## src/rtl/mdr_pkg.sv

```systemverilog
// Shared types and defaults for the MDR datapath blocks.
// Holds the unload FSM state type and the default word length.
package mdr_pkg;

    localparam int WORD_LENGTH_DEFAULT = 16;

    typedef enum logic [2:0] {
        IDLE     = 3'd0,
        SHOW_RES = 3'd1,
        SHOW_REM = 3'd2,
        SHOW_ERR = 3'd3,
        RELEASE  = 3'd4
    } unload_state_e;

endpackage

```

## src/rtl/Register.sv

```systemverilog
// Enable-gated storage register with synchronous active-high reset.
// Reset has priority over the load enable.
module Register #(
    parameter int WIDTH = 16
) (
    input  logic             clk,
    input  logic             reset,
    input  logic             en,
    input  logic [WIDTH-1:0] d,
    output logic [WIDTH-1:0] q
);

    always_ff @(posedge clk) begin
        if (reset) begin
            q <= '0;
        end else if (en) begin
            q <= d;
        end
    end

endmodule

```

## src/rtl/unload_timer.sv

```systemverilog
// Dwell timer for the display states: counts enabled cycles since the last clear.
// timeout is high during the TIMEOUT-th enabled cycle; TIMEOUT=0 never fires.
module unload_timer #(
    parameter int TIMEOUT = 1000
) (
    input  logic clk,
    input  logic clear,
    input  logic enable,
    output logic timeout
);

    // Counter width is at least 1 bit; with TIMEOUT=0 the count is unused.
    localparam int CW = (TIMEOUT > 0) ? $clog2(TIMEOUT + 1) : 1;

    logic [CW-1:0] count;

    always_ff @(posedge clk) begin
        if (clear) begin
            count <= '0;
        end else if (enable) begin
            count <= count + 1'b1;
        end
    end

    assign timeout = (TIMEOUT != 0) && enable && (count == CW'(TIMEOUT - 1));

endmodule

```

## src/rtl/result_unload.sv

```systemverilog
// Presents an MDR core result to the user: result, then remainder (or error),
// advanced by Next or a dwell timeout, then a one-cycle Ready back to the loader.
module result_unload
    import mdr_pkg::*;
#(
    parameter int WORD_LENGTH = WORD_LENGTH_DEFAULT,
    parameter int TIMEOUT     = 1000
) (
    input  logic                   clk,
    input  logic                   reset,
    input  logic                   Done,
    input  logic [WORD_LENGTH-1:0] Result,
    input  logic [WORD_LENGTH-1:0] Remainder,
    input  logic                   Error,
    input  logic                   Next,
    output logic [WORD_LENGTH-1:0] DataOut,
    output logic                   ShowResult,
    output logic                   ShowRemainder,
    output logic                   ErrorFlag,
    output logic                   Busy,
    output logic                   Ready,
    output unload_state_e          dbg_state
);

    unload_state_e          state;
    unload_state_e          state_next;
    logic [WORD_LENGTH-1:0] res_q;
    logic [WORD_LENGTH-1:0] rem_q;
    logic                   showing;
    logic                   advance;
    logic                   timeout;
    logic                   timer_clear;

    Register #(.WIDTH(WORD_LENGTH)) u_res_reg (
        .clk   (clk),
        .reset (reset),
        .en    (Done),
        .d     (Result),
        .q     (res_q)
    );

    Register #(.WIDTH(WORD_LENGTH)) u_rem_reg (
        .clk   (clk),
        .reset (reset),
        .en    (Done),
        .d     (Remainder),
        .q     (rem_q)
    );

    // Any state entry restarts the dwell count, including a superseding Done.
    assign timer_clear = reset || Done || advance;

    unload_timer #(.TIMEOUT(TIMEOUT)) u_timer (
        .clk     (clk),
        .clear   (timer_clear),
        .enable  (showing),
        .timeout (timeout)
    );

    assign showing = (state == SHOW_RES) || (state == SHOW_REM) || (state == SHOW_ERR);
    assign advance = showing && (Next || timeout);

    always_comb begin
        state_next = state;
        if (Done) begin
            state_next = Error ? SHOW_ERR : SHOW_RES;
        end else begin
            case (state)
                SHOW_RES: if (advance) state_next = SHOW_REM;
                SHOW_REM: if (advance) state_next = RELEASE;
                SHOW_ERR: if (advance) state_next = RELEASE;
                RELEASE:  state_next = IDLE;
                default:  state_next = IDLE;
            endcase
        end
    end

    // Flags are registered from the next state so they line up with state.
    always_ff @(posedge clk) begin
        if (reset) begin
            state         <= IDLE;
            ShowResult    <= 1'b0;
            ShowRemainder <= 1'b0;
            ErrorFlag     <= 1'b0;
            Busy          <= 1'b0;
            Ready         <= 1'b0;
        end else begin
            state         <= state_next;
            ShowResult    <= (state_next == SHOW_RES);
            ShowRemainder <= (state_next == SHOW_REM);
            ErrorFlag     <= (state_next == SHOW_ERR);
            Busy          <= (state_next == SHOW_RES) || (state_next == SHOW_REM) ||
                             (state_next == SHOW_ERR);
            Ready         <= (state_next == RELEASE);
        end
    end

    always_comb begin
        DataOut = '0;
        if (state == SHOW_RES) begin
            DataOut = res_q;
        end else if (state == SHOW_REM) begin
            DataOut = rem_q;
        end
    end

    assign dbg_state = state;

endmodule
```

## config.mk

```make
export PLATFORM = sky130hd
export DESIGN_NAME = result_unload
export DESIGN_NICKNAME = d
export VERILOG_FILES = /design/src/rtl/mdr_pkg.sv /design/src/rtl/Register.sv /design/src/rtl/unload_timer.sv /design/src/rtl/result_unload.sv
export SDC_FILE = /design/constraint.sdc
export NUM_CORES = 1
export LEC_CHECK = 0
export ABC_AREA = 0
export CAP_MARGIN = 20
export CORE_MARGIN = 3
export CORE_UTILIZATION = 47
export DETAILED_ROUTE_END_ITERATION = 7
export GPL_ROUTABILITY_DRIVEN = 1
export PLACE_DENSITY_LB_ADDON = 0.2
export SLEW_MARGIN = 10
export SYNTH_ARGS = -nofsm -noshare
export SYNTH_HDL_FRONTEND = slang
export SYNTH_SLANG_ARGS = --single-unit
```

## constraint.sdc

```tcl
create_clock -name clk -period 2.25 [get_ports clk]
set_clock_uncertainty 0.05 [all_clocks]
set_input_delay 0.45 -clock clk [delete_from_list [all_inputs] [get_ports clk]]
set_output_delay 0.45 -clock clk [all_outputs]
set_load 0.1 [all_outputs]
```

==> results_dict.tcl <==
set metrics [dict create \
    status "completed" \
    grt_use_total 0.199 \
    crit_path_start_kind "register" \
    yosysTopAreaCell "dfxtp_1" \
    drive_gt1_frac 0.232 \
    ant_nets 0 \
    syn-instance-count 226 \
    fp.dieArea_sq_um 5370 \
    r2r_slack_ns 0.52 \
    vdd_ir_drop_max_v 0.000445 \
    ys_ff_latch 50 \
    cts_root_buffer "clkbuf_8" \
    numCtsBuffers 5 \
    hp-start "u_timer.count[1]" \
    crit_type "reg2out" \
    io_buffers 60 \
    wl_per_cell_microns 14.8 \
    fin_crit_sh 0.937 \
    h-tree-depth 2 \
    fp.dieH_microns 73.3 \
    synthTopCellsByCount "nor2_1, dfxtp_1, mux2i_1, a22oi_1" \
    antenna_found_initial 0 \
    yosys.area.top_type_share 0.471 \
    hold_buffers 0 \
    drt-pass1-iter-count 4 \
    hpwl_microns 3380 \
    diodes 0 \
    hp-class "reg2reg" \
    globalRouteOverflowTotal 0 \
    wirelength_microns 4970 \
    drt-vias-per-instance 5.31 \
    gp_congestion 0.828 \
    power_mw 1.97 \
    initial_core_util 0.509 \
    cap_viol_max_count 0 \
    drc 0 \
    p_leak_nw 1.28 \
    setup_viol 0 \
    core_region_area_sq_um 4170 \
    critPathArrivalTime_ns 1.61 \
    clk_path_buf_depth 2 \
    finalCriticalPeriod_ns 2.11 \
    areaGrowthSynthToFinish_pct 48.8 \
    cp_max_fo 16 \
    num-nets-final 322 \
    syn_area_sq_um 2130 \
    grt_pass1_wl_microns 8270 \
    post_cts_buffers 0 \
    drv_slew 0 \
    grt_max_degree 39 \
    async_flop_share 0 \
    cp.required_ns 1.75 \
    synthTopCellsByArea "dfxtp_1, mux2i_1, nor2_1" \
    reg2reg_depth 5 \
    vias 1778 \
    p_per_area_nw_per_um2 623 \
    ios 61 \
    crit_path_end_kind "output port" \
    clk_latency_ns 0.30 \
    die_x_microns 73.3 \
    yosysWarnings 0 \
    synth.most_common_cell "nor2_1" \
    synth_ff_type "dfxtp_1" \
    finalSetupTns_ns 0 \
    synth_cell_types 34 \
    hold_end "u_timer.count[1]" \
    relSlewSlack 0.728 \
    rows 23 \
    rsz0062_at_grt "no" \
    r2r-start "u_timer.count[0]" \
    cts.reportedPaths.clkPinSlew_ns 0.09 \
    first_iter_violations 81 \
    hold_violations 0 \
    min_path_cells 2 \
    syn_nets 264 \
    grt_pass1_vias 1762 \
    r2r_end "ShowResult" \
    yosysSeqAreaShare 0.471 \
    cts.sinks 50 \
    worstMarginPinSlew_ns 0.408 \
    synth_edf_count 0 \
    avgSynthCellArea_sq_um 9.41 \
    max_freq_mhz 474 \
    cts_tree "yes" \
]
state kept, by name, indices dropped and copies added, names as in the netlist:
register and cells:
dbg_state 3, ShowResult 1, u_rem_reg.q 16, ErrorFlag 1
u_res_reg.q 16, Ready 1, u_timer.count 10, ShowRemainder 1
Busy 1
cells by family after synthesis:
logic type,count (synthesis),share of synthesized area
muxes,34,0.162
adders and majority gates,1,0.00588
and+or+nand+nor,89,0.191
AOI/OAI and AO/OA,27,0.101
DFF,50,0.471
xor gates and xnor gates,8,0.0330
buffers and inverters,17,0.0353
how the worst max path moves through the flow:
stage / from / end / slack [ns] / cells after the start
after floorplan: dbg_state[1] / DataOut[10] / 0.007 / 6
after global placement: Next / ShowResult / 0.39 / 4
after detailed placement: dbg_state[0] / DataOut[8] / 0.35 / 5
after CTS: dbg_state[0] / DataOut[8] / 0.009 / 5
after global routing: dbg_state[1] / DataOut[10] / 0.005 / 5
final: dbg_state[1] / DataOut[8] / 0.14 / 5
power breakdown:
| group | switching [mW] | internal (mW) |
|---|---|---|
| sequential | 0.0254 | 0.927 |
| combinational | 0.269 | 0.182 |
| clock | 0.280 | 0.288 |
| total | 0.574 | 1.40 |
what timing repair did:
item	4_1_cts	5_1_grt
setup endpoints to repair	0	16
gates resized for setup	0	2
endpoints found under the hold margin	0	0
area by class of cell:
class / count / area, sq um
repair buffers: 66 / 810
well taps: 50 / 62.6
multi-input cells: 159 / 1170
clock buffers: 8 / 101
flip-flops and latches: 50 / 1010
fillers: 299 / 1010
inverters: 2 / 7.51
per-stage QoR:
stage	instance area, sq um	utilization	setup WS (ns)	hold slack, ns	std cells
floorplan	2270	-	0.00734	0.398	226
global placement	3060	0.732	0.390	0.412	327
detailed placement	3060	0.732	0.345	0.423	327
CTS	3160	0.757	0.00885	0.436	335
global route	3160	0.758	0.00461	0.453	335
finish	3160	0.758	0.142	0.434	335
layer usage:
layer | wire (microns) | vias up | GRT usage
met3 | 292 | 6 | 0.0561
met5 | 0 | - | 0
met2 | 2400 | 37 | 0.337
li1 | - | 896 | -
met4 | 55 | 0 | 0.0553
met1 | 2220 | 839 | 0.247
critical path, stage by stage, from the launching register on:
cell and delay (ns):
dfxtp_4 0.41, nor2b_1 0.17, buf_4 0.25, a22oi_1 0.15
nor2_4 0.14, buf_12 0.18
cell usage in the layout (no fill, tap or decap), drive strengths merged, types with 2 or more instances in the layout:
| master | instances |
|---|---|
| a22oi | 16 |
| a21oi | 4 |
| and3b | 2 |
| buf | 31 |
| mux2i | 33 |
| clkdlybuf4s50 | 35 |
| xnor2 | 4 |
| nor4 | 2 |
| and4bb | 2 |
| nand3 | 4 |
| nand2 | 8 |
| inv | 2 |
| nor2 | 60 |
| dfxtp | 50 |
| nor2b | 3 |
| xor2 | 4 |
| nor3 | 2 |
| clkbuf | 8 |
(Power assumes the default switching activity.)
